<file path="config.mk">
export PLATFORM = sky130hd
export DESIGN_NAME = pc_fetch_ctrl_flat
export DESIGN_NICKNAME = d
export VERILOG_FILES = /design/src/rtl/rv_fetch_pkg.sv /design/src/rtl/pc_fetch_ctrl_if.sv /design/src/rtl/pc_fetch_ctrl.sv /design/src/flat_wrapper.sv
export SDC_FILE = /design/constraint.sdc
export NUM_CORES = 1
export LEC_CHECK = 0
export BUFFER_PORTS_ARGS = -buffer_cell sky130_fd_sc_hd__buf_4
export CAP_MARGIN = 20
export CELL_PAD_IN_SITES_DETAIL_PLACEMENT = 1
export CELL_PAD_IN_SITES_GLOBAL_PLACEMENT = 1
export CORE_MARGIN = 2
export CORE_UTILIZATION = 38
export CTS_CLUSTER_DIAMETER = 60
export DETAILED_ROUTE_END_ITERATION = 7
export HOLD_SLACK_MARGIN = 0.1
export PLACE_DENSITY_LB_ADDON = 0.1
export SLEW_MARGIN = 20
export SYNTH_ARGS = -nofsm -noshare
export SYNTH_HDL_FRONTEND = slang
export SYNTH_SLANG_ARGS = --single-unit
</file>
<file path="constraint.sdc">
create_clock -name clk_if -period 2.3 [get_ports clk_if]
set_input_delay 0.115 -clock clk_if [delete_from_list [all_inputs] [get_ports clk_if]]
set_output_delay 0.115 -clock clk_if [all_outputs]
set_load 0.03 [all_outputs]
</file>
<file path="src/rtl/rv_fetch_pkg.sv">
// rv_fetch_pkg: shared definitions for the instruction fetch controller.
//   fetch_state_e : FSM state encoding (3-bit).
//   NOP_INSTR     : word presented to decode while no instruction has been fetched.
//   PC_STEP       : sequential PC increment in bytes.
package rv_fetch_pkg;

  typedef enum logic [2:0] {
    ST_IDLE = 3'd0,
    ST_REQ  = 3'd1,
    ST_WAIT = 3'd2,
    ST_HOLD = 3'd3,
    ST_DROP = 3'd4
  } fetch_state_e;

  localparam logic [31:0] NOP_INSTR = 32'h0000_0013;
  localparam int unsigned PC_STEP   = 4;

endpackage

</file>
<file path="src/rtl/pc_fetch_ctrl_if.sv">
// pc_fetch_ctrl_if: bus bundle between the fetch controller and its environment.
//   redirect_valid/redirect_pc : branch/jump redirect from execute
//   imem_req/imem_addr         : request to instruction memory
//   imem_gnt                   : request accepted
//   imem_rvalid/imem_rdata     : read response
//   instr_valid/instr/instr_pc : fetched word towards decode
//   instr_ready                : decode accepts the word
//   fetch_misalign             : misaligned-redirect pulse
// Modports: master = fetch controller, slave = memory/decode/execute side.
interface pc_fetch_ctrl_if #(
  parameter int XLEN = 32
);

  logic            redirect_valid;
  logic [XLEN-1:0] redirect_pc;
  logic            imem_req;
  logic [XLEN-1:0] imem_addr;
  logic            imem_gnt;
  logic            imem_rvalid;
  logic [XLEN-1:0] imem_rdata;
  logic            instr_valid;
  logic            instr_ready;
  logic [XLEN-1:0] instr;
  logic [XLEN-1:0] instr_pc;
  logic            fetch_misalign;

  modport master (
    input  redirect_valid, redirect_pc,
    output imem_req, imem_addr,
    input  imem_gnt, imem_rvalid, imem_rdata,
    output instr_valid, instr, instr_pc,
    input  instr_ready,
    output fetch_misalign
  );

  modport slave (
    output redirect_valid, redirect_pc,
    input  imem_req, imem_addr,
    output imem_gnt, imem_rvalid, imem_rdata,
    input  instr_valid, instr, instr_pc,
    output instr_ready,
    input  fetch_misalign
  );

endinterface

</file>
<file path="src/rtl/pc_fetch_ctrl.sv">
// pc_fetch_ctrl: program counter sequencing and instruction fetch.
// Issues one request/grant/response transaction per instruction to instruction
// memory and holds each fetched word for decode under a valid/ready handshake.
// Ports:
//   clk_if : clock, rising edge
//   rst_if : asynchronous active-low reset
//   bus    : pc_fetch_ctrl_if.master (redirect, imem and decode signals)
// Parameters: XLEN (PC/instruction width), RESET_PC (PC after reset).
// Build option: FETCH_MISALIGN_EN - when defined, a redirect to a target with
// nonzero low bits is rejected and flagged on fetch_misalign; when undefined,
// the low two target bits are cleared and fetch_misalign is held 0.
//
// state | meaning
// IDLE  | out of reset, first request issued next cycle
// REQ   | imem_req high at pc, waiting for grant
// WAIT  | granted, waiting for read data
// HOLD  | instruction presented to decode, waiting for instr_ready
// DROP  | redirected with a response still outstanding; discard it
module pc_fetch_ctrl
  import rv_fetch_pkg::*;
#(
  parameter int              XLEN     = 32,
  parameter logic [XLEN-1:0] RESET_PC = 32'h0000_0000
) (
  input  logic                clk_if,
  input  logic                rst_if,
  pc_fetch_ctrl_if.master     bus
);

  fetch_state_e    state_q, state_nxt;
  logic [XLEN-1:0] pc_q, pc_nxt;
  logic [XLEN-1:0] instr_q, instr_nxt;
  logic [XLEN-1:0] instr_pc_q, instr_pc_nxt;
  logic            instr_valid_q, instr_valid_nxt;

  // redir: a redirect that actually takes effect; redir_tgt: the pc it loads.
  logic            redir;
  logic [XLEN-1:0] redir_tgt;

`ifdef FETCH_MISALIGN_EN
  logic misalign_hit;
  logic misalign_q;

  // A misaligned target is swallowed entirely: fetch proceeds as if no
  // redirect had been seen, only the flag is raised.
  assign misalign_hit = bus.redirect_valid && (bus.redirect_pc[1:0] != 2'b00);
  assign redir        = bus.redirect_valid && !misalign_hit;
  assign redir_tgt    = bus.redirect_pc;

  always_ff @(posedge clk_if or negedge rst_if) begin
    if (!rst_if) begin
      misalign_q <= 1'b0;
    end else begin
      misalign_q <= misalign_hit;
    end
  end

  assign bus.fetch_misalign = misalign_q;
`else
  logic unused_redirect_lsb;

  assign redir               = bus.redirect_valid;
  assign redir_tgt           = {bus.redirect_pc[XLEN-1:2], 2'b00};
  assign unused_redirect_lsb = ^bus.redirect_pc[1:0];
  assign bus.fetch_misalign  = 1'b0;
`endif

  always_ff @(posedge clk_if or negedge rst_if) begin
    if (!rst_if) begin
      state_q       <= ST_IDLE;
      pc_q          <= RESET_PC;
      instr_q       <= XLEN'(NOP_INSTR);
      instr_pc_q    <= RESET_PC;
      instr_valid_q <= 1'b0;
    end else begin
      state_q       <= state_nxt;
      pc_q          <= pc_nxt;
      instr_q       <= instr_nxt;
      instr_pc_q    <= instr_pc_nxt;
      instr_valid_q <= instr_valid_nxt;
    end
  end

  always_comb begin
    state_nxt       = state_q;
    pc_nxt          = pc_q;
    instr_nxt       = instr_q;
    instr_pc_nxt    = instr_pc_q;
    instr_valid_nxt = instr_valid_q;

    // Redirect always loads pc and kills any word held for decode; the
    // state it leads to depends on whether a response is still in flight.
    if (redir) begin
      pc_nxt          = redir_tgt;
      instr_valid_nxt = 1'b0;
    end

    unique case (state_q)
      ST_IDLE: begin
        state_nxt = ST_REQ;
      end

      ST_REQ: begin
        if (redir) begin
          state_nxt = bus.imem_gnt ? ST_DROP : ST_REQ;
        end else if (bus.imem_gnt) begin
          state_nxt = ST_WAIT;
        end
      end

      ST_WAIT: begin
        if (redir) begin
          state_nxt = bus.imem_rvalid ? ST_REQ : ST_DROP;
        end else if (bus.imem_rvalid) begin
          instr_nxt       = bus.imem_rdata;
          instr_pc_nxt    = pc_q;
          instr_valid_nxt = 1'b1;
          state_nxt       = ST_HOLD;
        end
      end

      ST_HOLD: begin
        if (redir) begin
          state_nxt = ST_REQ;
        end else if (bus.instr_ready) begin
          instr_valid_nxt = 1'b0;
          pc_nxt          = pc_q + XLEN'(PC_STEP);
          state_nxt       = ST_REQ;
        end
      end

      ST_DROP: begin
        // A redirect here only retargets pc; the outstanding response is
        // still the one to discard.
        if (bus.imem_rvalid) begin
          state_nxt = ST_REQ;
        end
      end

      default: begin
        state_nxt = ST_IDLE;
      end
    endcase
  end

  assign bus.imem_req    = (state_q == ST_REQ);
  assign bus.imem_addr   = pc_q;
  assign bus.instr_valid = instr_valid_q;
  assign bus.instr       = instr_q;
  assign bus.instr_pc    = instr_pc_q;

endmodule

</file>
<file path="src/flat_wrapper.sv">
// flat-port wrapper written by rule: the top's interface ports become plain ports
module pc_fetch_ctrl_flat import rv_fetch_pkg::*;
#(
  parameter int              XLEN     = 32,
  parameter logic [XLEN-1:0] RESET_PC = 32'h0000_0000
)
  (clk_if, rst_if, bus_redirect_valid, bus_redirect_pc, bus_imem_req, bus_imem_addr, bus_imem_gnt, bus_imem_rvalid, bus_imem_rdata, bus_instr_valid, bus_instr, bus_instr_pc, bus_instr_ready, bus_fetch_misalign);
  pc_fetch_ctrl_if #(.XLEN(XLEN)) bus_i ();
  input  logic clk_if;
  input  logic rst_if;
  input wire logic [$bits(bus_i.redirect_valid)-1:0] bus_redirect_valid;
  input wire logic [$bits(bus_i.redirect_pc)-1:0] bus_redirect_pc;
  output wire logic [$bits(bus_i.imem_req)-1:0] bus_imem_req;
  output wire logic [$bits(bus_i.imem_addr)-1:0] bus_imem_addr;
  input wire logic [$bits(bus_i.imem_gnt)-1:0] bus_imem_gnt;
  input wire logic [$bits(bus_i.imem_rvalid)-1:0] bus_imem_rvalid;
  input wire logic [$bits(bus_i.imem_rdata)-1:0] bus_imem_rdata;
  output wire logic [$bits(bus_i.instr_valid)-1:0] bus_instr_valid;
  output wire logic [$bits(bus_i.instr)-1:0] bus_instr;
  output wire logic [$bits(bus_i.instr_pc)-1:0] bus_instr_pc;
  input wire logic [$bits(bus_i.instr_ready)-1:0] bus_instr_ready;
  output wire logic [$bits(bus_i.fetch_misalign)-1:0] bus_fetch_misalign;
  assign bus_i.redirect_valid = bus_redirect_valid;
  assign bus_i.redirect_pc = bus_redirect_pc;
  assign bus_imem_req = bus_i.imem_req;
  assign bus_imem_addr = bus_i.imem_addr;
  assign bus_i.imem_gnt = bus_imem_gnt;
  assign bus_i.imem_rvalid = bus_imem_rvalid;
  assign bus_i.imem_rdata = bus_imem_rdata;
  assign bus_instr_valid = bus_i.instr_valid;
  assign bus_instr = bus_i.instr;
  assign bus_instr_pc = bus_i.instr_pc;
  assign bus_i.instr_ready = bus_instr_ready;
  assign bus_fetch_misalign = bus_i.fetch_misalign;
  pc_fetch_ctrl #(.XLEN(XLEN), .RESET_PC(RESET_PC)) u_core (.clk_if(clk_if), .rst_if(rst_if), .bus(bus_i));
endmodule
</file>
Word-level counts from Yosys, hierarchy flattened

Index checks and enable logic that the tools add are counted.

Equal/unequal tests: 8
Order comparisons: 0
Shift operators: 0
Bitwise gates (word level): 1
Mux-type cells: 20
Reductions and logical operators: 3
Multipliers: 0
$add $sub $neg: 1
Divide/modulo/power cells: 0

Operator list:

| kind                                                             | number |
|---|---|
| 32-bit 2-to-1 mux                                                | 4 |
| 32-bit by 3-bit adder with 32-bit output (second input constant) | 1 |
| 3-bit 2-to-1 mux                                                 | 9 |
| 3-bit case mux with 5 select lines                               | 1 |
| 3-bit by 2-bit == test with 1-bit output (second input constant) | 2 |
| 3-bit != test (second input constant)                            | 2 |
| 1-bit 2-to-1 mux                                                 | 5 |
| 4-bit AND reduction                                              | 1 |
| 3-bit by 1-bit == test with 1-bit output (second input constant) | 1 |
| 3-bit == test (second input constant)                            | 1 |
| 3-bit zero test                                                  | 1 |
| 3-bit by 2-bit != test with 1-bit output (second input constant) | 1 |
| 3-bit AND reduction                                              | 1 |
| 2-bit != test (second input constant)                            | 1 |
| 1-bit case mux with 2 select lines                               | 1 |
| 1-bit NOT                                                        | 1 |

Memories kept: 0
Bits in writable memories: 0
Bits in latches: 0
Output and inout port bits: 99
Memory bits (read-only): 0
Input port bits: 70
Logic and storage cells: 38
Register bits after elaboration: 100

Longest topological paths before layout

Gate-level depths: netlist (run 1).

Depth in word-level cells: 4
Depth in mapped cells: 7
Gate-level depth less buffers: 5

Worst setup path before layout (run 1)

Ideal clock, no wire load.

Kind: reg-to-reg
From: register u_core.pc_q[4], in the netlist u_core.bus.imem_addr[4]
To: register u_core.pc_q[27], in the netlist u_core.bus.imem_addr[27]
Library setup time: 0.082 ns
Period minus slack after synthesis: 1.897 ns
Arrival time: 1.815 ns
Required time: 2.218 ns
Path slack: 0.403 ns
Cell stages (with the launch flop): 7
Path buffers: 2
Cells stage by stage: dfrtp_1 > and4_1 > buf_6 > nand4_4 > buf_6 > or4_1 > a31oi_1

Cells in the longest elaborated chain, start to end: 4

Ends and longest elaborated chain:

| item                                     | RTL line             | source |
|---|---|---|
| start: declaration                       | pc_fetch_ctrl.sv:31  | `logic [XLEN-1:0] pc_q, pc_nxt;` |
| start signal: assignment                 | pc_fetch_ctrl.sv:77  | `pc_q <= pc_nxt;` |
| 32-bit by 3-bit adder with 32-bit output | pc_fetch_ctrl.sv:127 | `pc_nxt = pc_q + XLEN'(PC_STEP);` |
| 32-bit 2-to-1 mux                        | pc_fetch_ctrl.sv:125 | `end else if (bus.instr_ready) begin` |
| 32-bit 2-to-1 mux                        | pc_fetch_ctrl.sv:123 | `if (redir) begin` |
| 32-bit 2-to-1 mux                        | pc_fetch_ctrl.sv:98  | `unique case (state_q)` |
| named net u_core.pc_nxt[27]              | pc_fetch_ctrl.sv:31  |  |

The timed path passes the listed nets, and every way through them passes these cells.
A chain may end at the register's enable or synchronous reset.

Final worst setup path (run 1)

From: register u_core.state_q[2]
To: register u_core.pc_q[28], in the netlist u_core.bus.imem_addr[28]

Cells in the longest elaborated chain, start to end: 2

Ends and longest elaborated chain:

| item                                     | RTL line            | source |
|---|---|---|
| start: declaration                       | pc_fetch_ctrl.sv:30 | `fetch_state_e state_q, state_nxt;` |
| start signal: assignment                 | pc_fetch_ctrl.sv:76 | `state_q <= state_nxt;` |
| 3-bit by 2-bit == test with 1-bit output | pc_fetch_ctrl.sv:98 |  |
| 32-bit 2-to-1 mux                        | pc_fetch_ctrl.sv:98 |  |
| named net u_core.pc_nxt[28]              | pc_fetch_ctrl.sv:31 |  |

The timed path passes the listed nets, and every way through them passes these cells.

==> results of run 1 <==
cells in the final DEF (no fill, tap or decap), types with 3 or more instances in the layout:
cell,instances
a31oi_1,14
and4_1,4
buf_4,171
clkbuf_1,3
clkbuf_16,9
dfrtp_1,97
dfstp_2,3
dlygate4sd3_1,64
inv_1,4
mux2_1,14
mux2_2,48
nand2_1,29
nand3_1,11
nand4_1,13
nor2_1,20
nor2b_1,4
nor3_1,3
nor4_1,3
o211ai_1,3
o21ai_0,19
o31ai_1,13
or3_1,3
or4_1,15
xnor2_1,6
xor2_1,4
power by group through the flow:
stage | clock network [uW] | logic (uW) | registers, uW
finish | 1420 | 2790 | 2660
global route | 1540 | 2950 | 2730
CTS | 1460 | 2800 | 2660
detailed placement | 0 | 2710 | 2680
global placement | 0 | 2670 | 2640
floorplan | 0 | 654 | 3580
per-layer routing:
metal | global-route usage (%) | vias up
met2 | 38.1 | 112
met4 | 7.72 | 0
li1 | - | 1848
met3 | 4.45 | 13
met5 | 0 | -
met1 | 28.3 | 1960
cell families after synthesis:
family / count (synthesis)
other cells: 1
compound gates: 56
mux: 63
flops: 100
buf+inv: 27
xor+xnor: 10
fa+ha+maj: 1
simple gates: 119
state kept, by name, summed over array words and instances (netlist names):
| name | count |
|---|---|
| u_core.bus.imem_addr | 32 |
| u_core.bus.instr | 32 |
| u_core.bus.instr_pc | 32 |
| u_core.bus.instr_valid | 1 |
| u_core.state_q | 3 |
layout make-up:
cell class | count | area [um2] | area share [%]
sequential | 100 | 2510 | 36.9
timing repair buffer | 236 | 1940 | 28.6
multi-input combinational | 250 | 1870 | 27.6
clock buffer | 14 | 264 | 3.88
tap | 143 | 179 | 2.63
inverter | 5 | 18.8 | 0.276
clock inverter | 2 | 10.0 | 0.147
worst max path at each step:
stage	from	to	slack, ns	cells past startpoint
2_1_floorplan	u_core.bus.imem_addr[4]	u_core.bus.imem_addr[27]	0.40	6
3_3_place_gp	u_core.state_q[2]	u_core.bus.imem_addr[26]	0.29	4
3_5_place_dp	u_core.state_q[2]	u_core.bus.imem_addr[28]	0.25	4
4_1_cts	u_core.state_q[2]	u_core.bus.imem_addr[26]	0.22	4
5_1_grt	u_core.state_q[2]	u_core.bus.imem_addr[26]	0.07	4
6_report	u_core.state_q[2]	u_core.bus.imem_addr[28]	0.22	4
per-stage QoR:
stage                     instance area (um2)  cells  setup slack [ns]
final                                    6800    750             0.218
after global routing                     6800    750            0.0731
after CTS                                6800    750             0.223
after detailed placement                 5880    670             0.249
after global placement                   5880    670             0.288
after floorplan                          4520    377             0.403
repair_timing:
action | 4_1_cts | 5_1_grt
resized for setup | 0 | 0
hold endpoints to repair | 100 | 0
hold buffers | 64 | 0
==> flow_summary.ini, run 1 <==
[synth]
synth_compound_area_share_pct = 7.98
synthArstFlopShare_pct = 100
synth_most_common_cell = dfrtp_1
synthTopCellsByCount = 97 x dfrtp_1, 48 x mux2_2, 29 x nand2_1, 20 x nor2_1, 19 x o21ai_0
synth_xor_area_share_pct = 1.94
synth_top_area_share_pct = 53.8
synth-simple-area-share_pct = 15.3
avgSynthCellArea_um2 = 12.0
synth_top_family_by_area = multiplexers
synth.top_cells.by_area = dfrtp_1 54%, mux2_2 12%, mux2_1 3.5%, or4_1 2.5%, nand2_1 2.4%
syn_inst = 377
synth_cell_type_count = 46
muxShareOfSynthArea_pct = 15.7
synthFlopType = dfrtp_1
yosysTopAreaCell = dfrtp_1
synth_adder_area_share_pct = 0.277
synth_edf_count = 0
ys_ff_latch = 100
syn_area_um2 = 4520
syn-num-nets = 448
yosysWarnings = 0
seq_area_frac_synth_pct = 55.5

[setup_path]
cp_cell_sequence = and4b_2 > nand3_2 > or4_1 > a31oi_1
cpMaxStageDelayCell = and4b_2
cp-start-kind = flip-flop
reg2reg_from = u_core.state_q[2]
critPathKind = flip-flop to flip-flop
crit_buf_inv = 0
worst-endpoint-arrival_ns = 2.35
reg2reg_depth = 4
end_kind = flip-flop
r2r_slack_ns = 0.22
crit_fanout = 13
cp.required_ns = 2.57
cp_slowest_stage_delay_ns = 0.57
cp_top_family = simple AND/OR/NAND/NOR gates
worst_r2r_endpoint = u_core.bus.imem_addr[28]

[power_and_ir_drop]
switching_share_pct = 38.2
p_leak_uw = 0.00319
power_switching_uw = 2630
total_power_uw = 6870
ir_worst_vdd_mv = 0.443
combPwrFrac_pct = 40.6
p_clk_share_pct = 20.7
p_int_uw = 4250
pwr-share-seq_pct = 38.7
power_density_nw_per_um2 = 1010

[layout]
diodes = 0
drive_above_1_share_pct = 40.0
syn2layout_area_growth_pct = 50.5
final_nets = 673
fin_util_pct = 59.0
fillerInstances = 1200

[drt]
wl_met3_um = 793
wl_met1_mm = 5.83
vias = 3933
via_per_inst = 5.24
drt_iter0_drc = 143
highest_layer = met4
postRouteWirelength_mm = 13.6
drc = 17
wire_per_inst_um = 18.2
wl_met2_mm = 6.77
first_pass_iters = 6
drtAntennaViolNets = 0

[sta]
clock_skew_ns = 0.00581
final-setup-viol-count = 0
slew_violations = 0
holdWs_ns = 0.195
rsz0062_at_grt = false
worst_slew_pin_slew_ns = 0.556
fin_crit_ns = 2.08
finalSetupTns_ns = 0
relSlewSlack_pct = 63.0
post-route-period-util_pct = 90.5
fmax_mhz = 480
final-hold-violation-count = 0

[clocking]
clock-root-buffer = clkbuf_16
clkLatencyLatePin_ns = 0.34
cts.path.max_buffers = 2
cts_tree = built
cts_made_buffers = 9
path_clk_slew_ns = 0.07
clock_sinks = 100
cts_setup_buffers = 0
cts_max_level = 3

[placement]
numPortBuffers = 165
dp.final_hpwl_mm = 9.15
place.gp.congestion = 0.799

[global_routing]
grt_max_degree = 43
grt_pass1_wl_mm = 22.3
grt_pass1_vias = 4287
antenna_found_initial = 0
gr-usage-all-layers_pct = 22.3
overflow = 0

[status]
violations = design-rule violations
status = complete, but fails checks

[die]
num_rows = 39
die-width_um = 113
io-pin-count = 169
dieArea_um2 = 12800
start_util_pct = 39.2
placeableCoreArea_um2 = 11500
die_h_um = 113

[worst_hold_path]
holdPathEnd = u_core.bus.imem_addr[1]
min_path_type = input port to flip-flop
holdPathStages = 2
worstHoldStart = bus_redirect_valid

[job]
cap_violations = 0
Note: power is estimated with default switching activity, not from simulation.
==> inputs of run 2 (changes only) <==
--- a/config.mk
+++ b/config.mk
@@ -10,7 +10,8 @@
 export CELL_PAD_IN_SITES_DETAIL_PLACEMENT = 1
 export CELL_PAD_IN_SITES_GLOBAL_PLACEMENT = 1
 export CORE_MARGIN = 2
-export CORE_UTILIZATION = 38
+export CORE_UTILIZATION = 39
+export CTS_BUF_LIST = sky130_fd_sc_hd__clkbuf_2 sky130_fd_sc_hd__clkbuf_4 sky130_fd_sc_hd__clkbuf_8
 export CTS_CLUSTER_DIAMETER = 60
 export DETAILED_ROUTE_END_ITERATION = 7
 export HOLD_SLACK_MARGIN = 0.1
==> flow_summary.ini, run 2 (same netlist as run 1, synthesis figures left out) <==
[setup_path]
r2r_slack_ns = 0.17
cp_slowest_stage_delay_ns = 0.55
critPathKind = flip-flop to flip-flop
end_kind = flip-flop
cpMaxStageDelayCell = or4_1
cp-start-kind = flip-flop
cp.required_ns = 2.60
reg2reg_from = u_core.bus.imem_addr[5]
cp_top_family = simple AND/OR/NAND/NOR gates
worst-endpoint-arrival_ns = 2.42
crit_buf_inv = 0
crit_fanout = 11
cp_cell_sequence = and4_1 > nand4_4 > or4_1 > a31oi_1
worst_r2r_endpoint = u_core.bus.imem_addr[25]
reg2reg_depth = 4

[die]
start_util_pct = 39.7
die-width_um = 112
dieArea_um2 = 12500
num_rows = 39
placeableCoreArea_um2 = 11400
io-pin-count = 169
die_h_um = 112

[clocking]
cts_setup_buffers = 0
path_clk_slew_ns = 0.10
cts_made_buffers = 9
cts_tree = built
clock-root-buffer = clkbuf_8
clock_sinks = 100
hold_buffers = 64
cts.path.max_buffers = 2
cts_max_level = 3
postCtsResizedCells = 0
clkLatencyLatePin_ns = 0.38

[worst_hold_path]
min_path_type = input port to flip-flop
worstHoldStart = bus_instr_ready
holdPathEnd = u_core.state_q[1]
holdPathStages = 4

[layout]
final_cell_mix = 169 x buf_4, 97 x dfrtp_1, 64 x dlygate4sd3_1
syn2layout_area_growth_pct = 49.2
final_area_um2 = 6740
final_nets = 672
drive_above_1_share_pct = 40.4
final_common_cell = buf_4
diodes = 0

[global_routing]
gr-usage-all-layers_pct = 23.3
overflow = 0
grt_pass1_vias = 4234
antenna_found_initial = 0
grt_pass1_wl_mm = 22.9
grt_max_degree = 65

[power_and_ir_drop]
ir_worst_vdd_mv = 0.582
p_leak_uw = 0.00316
power_density_nw_per_um2 = 992

[placement]
dp.final_hpwl_mm = 9.18
numPortBuffers = 165
place.gp.congestion = 0.748
dpl_cell_area_um2 = 5890

[sta]
fmax_mhz = 470
fin_crit_ns = 2.13
finalSetupTns_ns = 0
rsz0062_at_grt = false
final-setup-viol-count = 0
post-route-period-util_pct = 92.5
final-hold-violation-count = 0
slew_violations = 0
clock_skew_ns = 0.0115

[drt]
via_per_inst = 5.23
wl_met2_mm = 7.04
postRouteWirelength_mm = 14.1
drt_iter0_drc = 139
first_pass_iters = 4
drc = 0
vias = 3914
wl_met1_mm = 6.16
drtAntennaViolNets = 0
wire_per_inst_um = 18.8
highest_layer = met4
wl_met3_um = 621

[status]
status = completed

[job]
cap_violations = 0
[run 2: cell count changes in the layout (fill, tap and decap cells not counted), sizes merged]
cell | previous run | this run
inv | 4 | 5
buf | 172 | 171
bufinv | 0 | 1
clkbuf | 14 | 13
clkinv | 3 | 2
[run 2: per-layer routing]
metal  up-vias  global-route usage, %
li1       1833                      -
met1      1945                   30.0
met2       117                   39.7
met3        19                   4.35
met4         0                   7.90
met5         -                      0
[run 2: worst max-delay path by stage]
stage	startpoint	cells after the start	end	slack [ns]
final	u_core.bus.imem_addr[5]	4	u_core.bus.imem_addr[25]	0.17
after global routing	u_core.state_q[0]	4	u_core.bus.imem_addr[25]	0.06
after CTS	u_core.bus.imem_addr[4]	4	u_core.bus.imem_addr[25]	0.20
after detailed placement	u_core.bus.imem_addr[4]	4	u_core.bus.imem_addr[25]	0.23
after global placement	u_core.state_q[2]	4	u_core.bus.imem_addr[26]	0.32
after floorplan	u_core.bus.imem_addr[4]	6	u_core.bus.imem_addr[27]	0.40
[run 2: tightest hold or removal path, stage by stage]
cell     delay (ns)
buf_4          0.10
nand2_1        0.05
a22oi_1        0.18
nor3_1         0.06
[run 2: stage by stage]
stage,util (%),std cells,setup slack (ns),hold WS [ns],total power (uW)
final,59.3,749,0.174,0.180,6690
after global routing,59.3,749,0.0579,0.176,7030
after global placement,51.8,669,0.317,0.0994,5290
after CTS,59.3,749,0.202,0.152,6700
after detailed placement,51.8,669,0.227,0.104,5390
after floorplan,-,377,0.403,-0.181,4240
[run 2: final cells by class]
class | count | area [um2]
fillers | 1186 | 4630
multi-input cells | 250 | 1870
well taps | 143 | 179
repair buffers | 235 | 1950
inverters | 5 | 18.8
clock buffers | 13 | 166
clock inverters | 3 | 43.8
flip-flops and latches | 100 | 2510
[run 2: where the power goes]
| part | total, uW | switching (uW) | internal [uW] |
|---|---|---|---|
| clock | 1220 | 626 | 591 |
| combinational | 2800 | 1620 | 1180 |
| sequential | 2670 | 391 | 2280 |
==> inputs of run 3 (changes only) <==
--- a/config.mk
+++ b/config.mk
@@ -14,7 +14,6 @@
 export CTS_BUF_LIST = sky130_fd_sc_hd__clkbuf_2 sky130_fd_sc_hd__clkbuf_4 sky130_fd_sc_hd__clkbuf_8
 export CTS_CLUSTER_DIAMETER = 60
 export DETAILED_ROUTE_END_ITERATION = 7
-export HOLD_SLACK_MARGIN = 0.1
 export PLACE_DENSITY_LB_ADDON = 0.1
 export SLEW_MARGIN = 20
 export SYNTH_ARGS = -nofsm -noshare
==> constraint.sdc (replaced) <==
create_clock -name clk_if -period 2.2 [get_ports clk_if]
set_input_delay 0.11 -clock clk_if [delete_from_list [all_inputs] [get_ports clk_if]]
set_output_delay 0.11 -clock clk_if [all_outputs]
set_load 0.03 [all_outputs]
==> flow_summary.ini, run 3 (same netlist as run 1, synthesis figures left out) <==
[layout]
diodes = 0
syn2layout_area_growth_pct = 48.4
final_nets = 669
final_cell_mix = 176 x buf_4, 97 x dfrtp_1, 54 x dlygate4sd3_1
fillerInstances = 1208
final_common_cell = buf_4
drive_above_1_share_pct = 41.8

[die]
dieArea_um2 = 12500
placeableCoreArea_um2 = 11400
start_util_pct = 39.7
io-pin-count = 169
num_rows = 39
die-width_um = 112
die_h_um = 112

[power_and_ir_drop]
p_leak_uw = 0.00316
power_density_nw_per_um2 = 1050
ir_worst_vdd_mv = 0.666

[global_routing]
grt_max_degree = 51
gr-usage-all-layers_pct = 22.2
overflow = 0
grt_pass1_vias = 4204
grt_pass1_wl_mm = 22.2
antenna_found_initial = 0

[setup_path]
end_kind = flip-flop
reg2reg_depth = 4
worst-endpoint-arrival_ns = 2.32
cpMaxStageDelayCell = or4b_1
crit_fanout = 10
cp_top_family = simple AND/OR/NAND/NOR gates
critPathKind = flip-flop to flip-flop
cp_cell_sequence = and4_1 > nand4_4 > or4b_1 > a31oi_1
cp-start-kind = flip-flop
cp.required_ns = 2.49
cp.depth = 4
crit_buf_inv = 0
critPathLaunch = u_core.bus.imem_addr[6]
cp_slowest_stage_delay_ns = 0.56
reg2reg_from = u_core.bus.imem_addr[6]

[clocking]
path_clk_slew_ns = 0.10
cts_made_buffers = 9
cts_setup_buffers = 0
clkLatencyLatePin_ns = 0.37
cts.path.max_buffers = 2
clock_sinks = 100
clock-root-buffer = clkbuf_8
cts_max_level = 3
cts_tree = built

[placement]
preCtsSetupSlack_ns = 0.182
dp.final_hpwl_mm = 9.15
place.gp.congestion = 0.767
numPortBuffers = 165

[sta]
final-hold-violation-count = 0
finalSetupTns_ns = 0
fin_crit_ns = 2.04
slew_violations = 0
fmax_mhz = 491
relSlewSlack_pct = 58.1
clock_skew_ns = 0.0115
worst_slew_pin_slew_ns = 0.629
final-setup-viol-count = 0
setup_ws_ns = 0.165
rsz0062_at_grt = false
post-route-period-util_pct = 92.5

[drt]
drtAntennaViolNets = 0
via_per_inst = 5.27
postRouteWirelength_mm = 13.5
drt_iter0_drc = 145
vias = 3929
drc = 0
wire_per_inst_um = 18.1
first_pass_iters = 5

[worst_hold_path]
holdPathStages = 3
worstHoldStart = bus_redirect_pc[22]
min_path_type = input port to flip-flop

[job]
cap_violations = 0

[status]
status = completed
-- run 3: layout make-up --
cell class,count,area [um2],share of cell area [%]
clock buffer,9,124,1.85
clock inverter,7,98.8,1.47
inverter,5,18.8,0.280
multi-input combinational,250,1870,28.0
sequential,100,2510,37.4
tap,143,179,2.67
timing repair buffer,232,1900,28.4
-- run 3: power breakdown --
part / total, uW / switching (uW) / leakage (uW) / internal (uW)
clock: 1330 / 678 / 0.000110 / 649
combinational: 2930 / 1700 / 0.00179 / 1230
sequential: 2760 / 373 / 0.00126 / 2380
total: 7010 / 2750 / 0.00316 / 4260
-- run 3: final timing paths --
check | to | slack (ns)
setup reg to reg | u_core.bus.imem_addr[26] | 0.16
max in group asynchronous | u_core.bus.instr_pc[7] | 1.14
hold / removal | u_core.bus.imem_addr[22] | 0.02
setup / recovery | u_core.bus.imem_addr[26] | 0.16
min in group asynchronous | u_core.bus.instr[29] | 0.33
hold reg to reg | u_core.bus.instr_pc[17] | 0.50
-- run 3: layer usage --
layer  global-route usage [%]  routed length, um
met1                     29.0               5940
met2                     37.7               6640
met5                        0                  0
met3                     3.76                646
met4                     7.65                263
-- run 3: stage by stage --
stage / instance area, um2 / hold slack (ns) / utilization (%) / std cells / power, uW
after global placement: 5940 / 0.174 / 52.2 / 676 / 5550
final: 6700 / 0.0165 / 59.0 / 746 / 7010
after global routing: 6700 / 0.0254 / 59.0 / 746 / 7360
after floorplan: 4520 / -0.186 / - / 377 / 4430
after detailed placement: 5940 / 0.177 / 52.2 / 676 / 5640
after CTS: 6700 / 0.00303 / 59.0 / 746 / 7040
-- run 3: timing repair --
| item | 4_1_cts | 5_1_grt |
|---|---|---|
| resized for setup | 0 | 0 |
| hold endpoints to repair | 98 | 0 |
| hold buffers | 54 | 0 |
-- run 3: worst min-delay path: stages --
cell     delay, ns
buf_4         0.08
nor2_1        0.03
a31oi_1       0.12
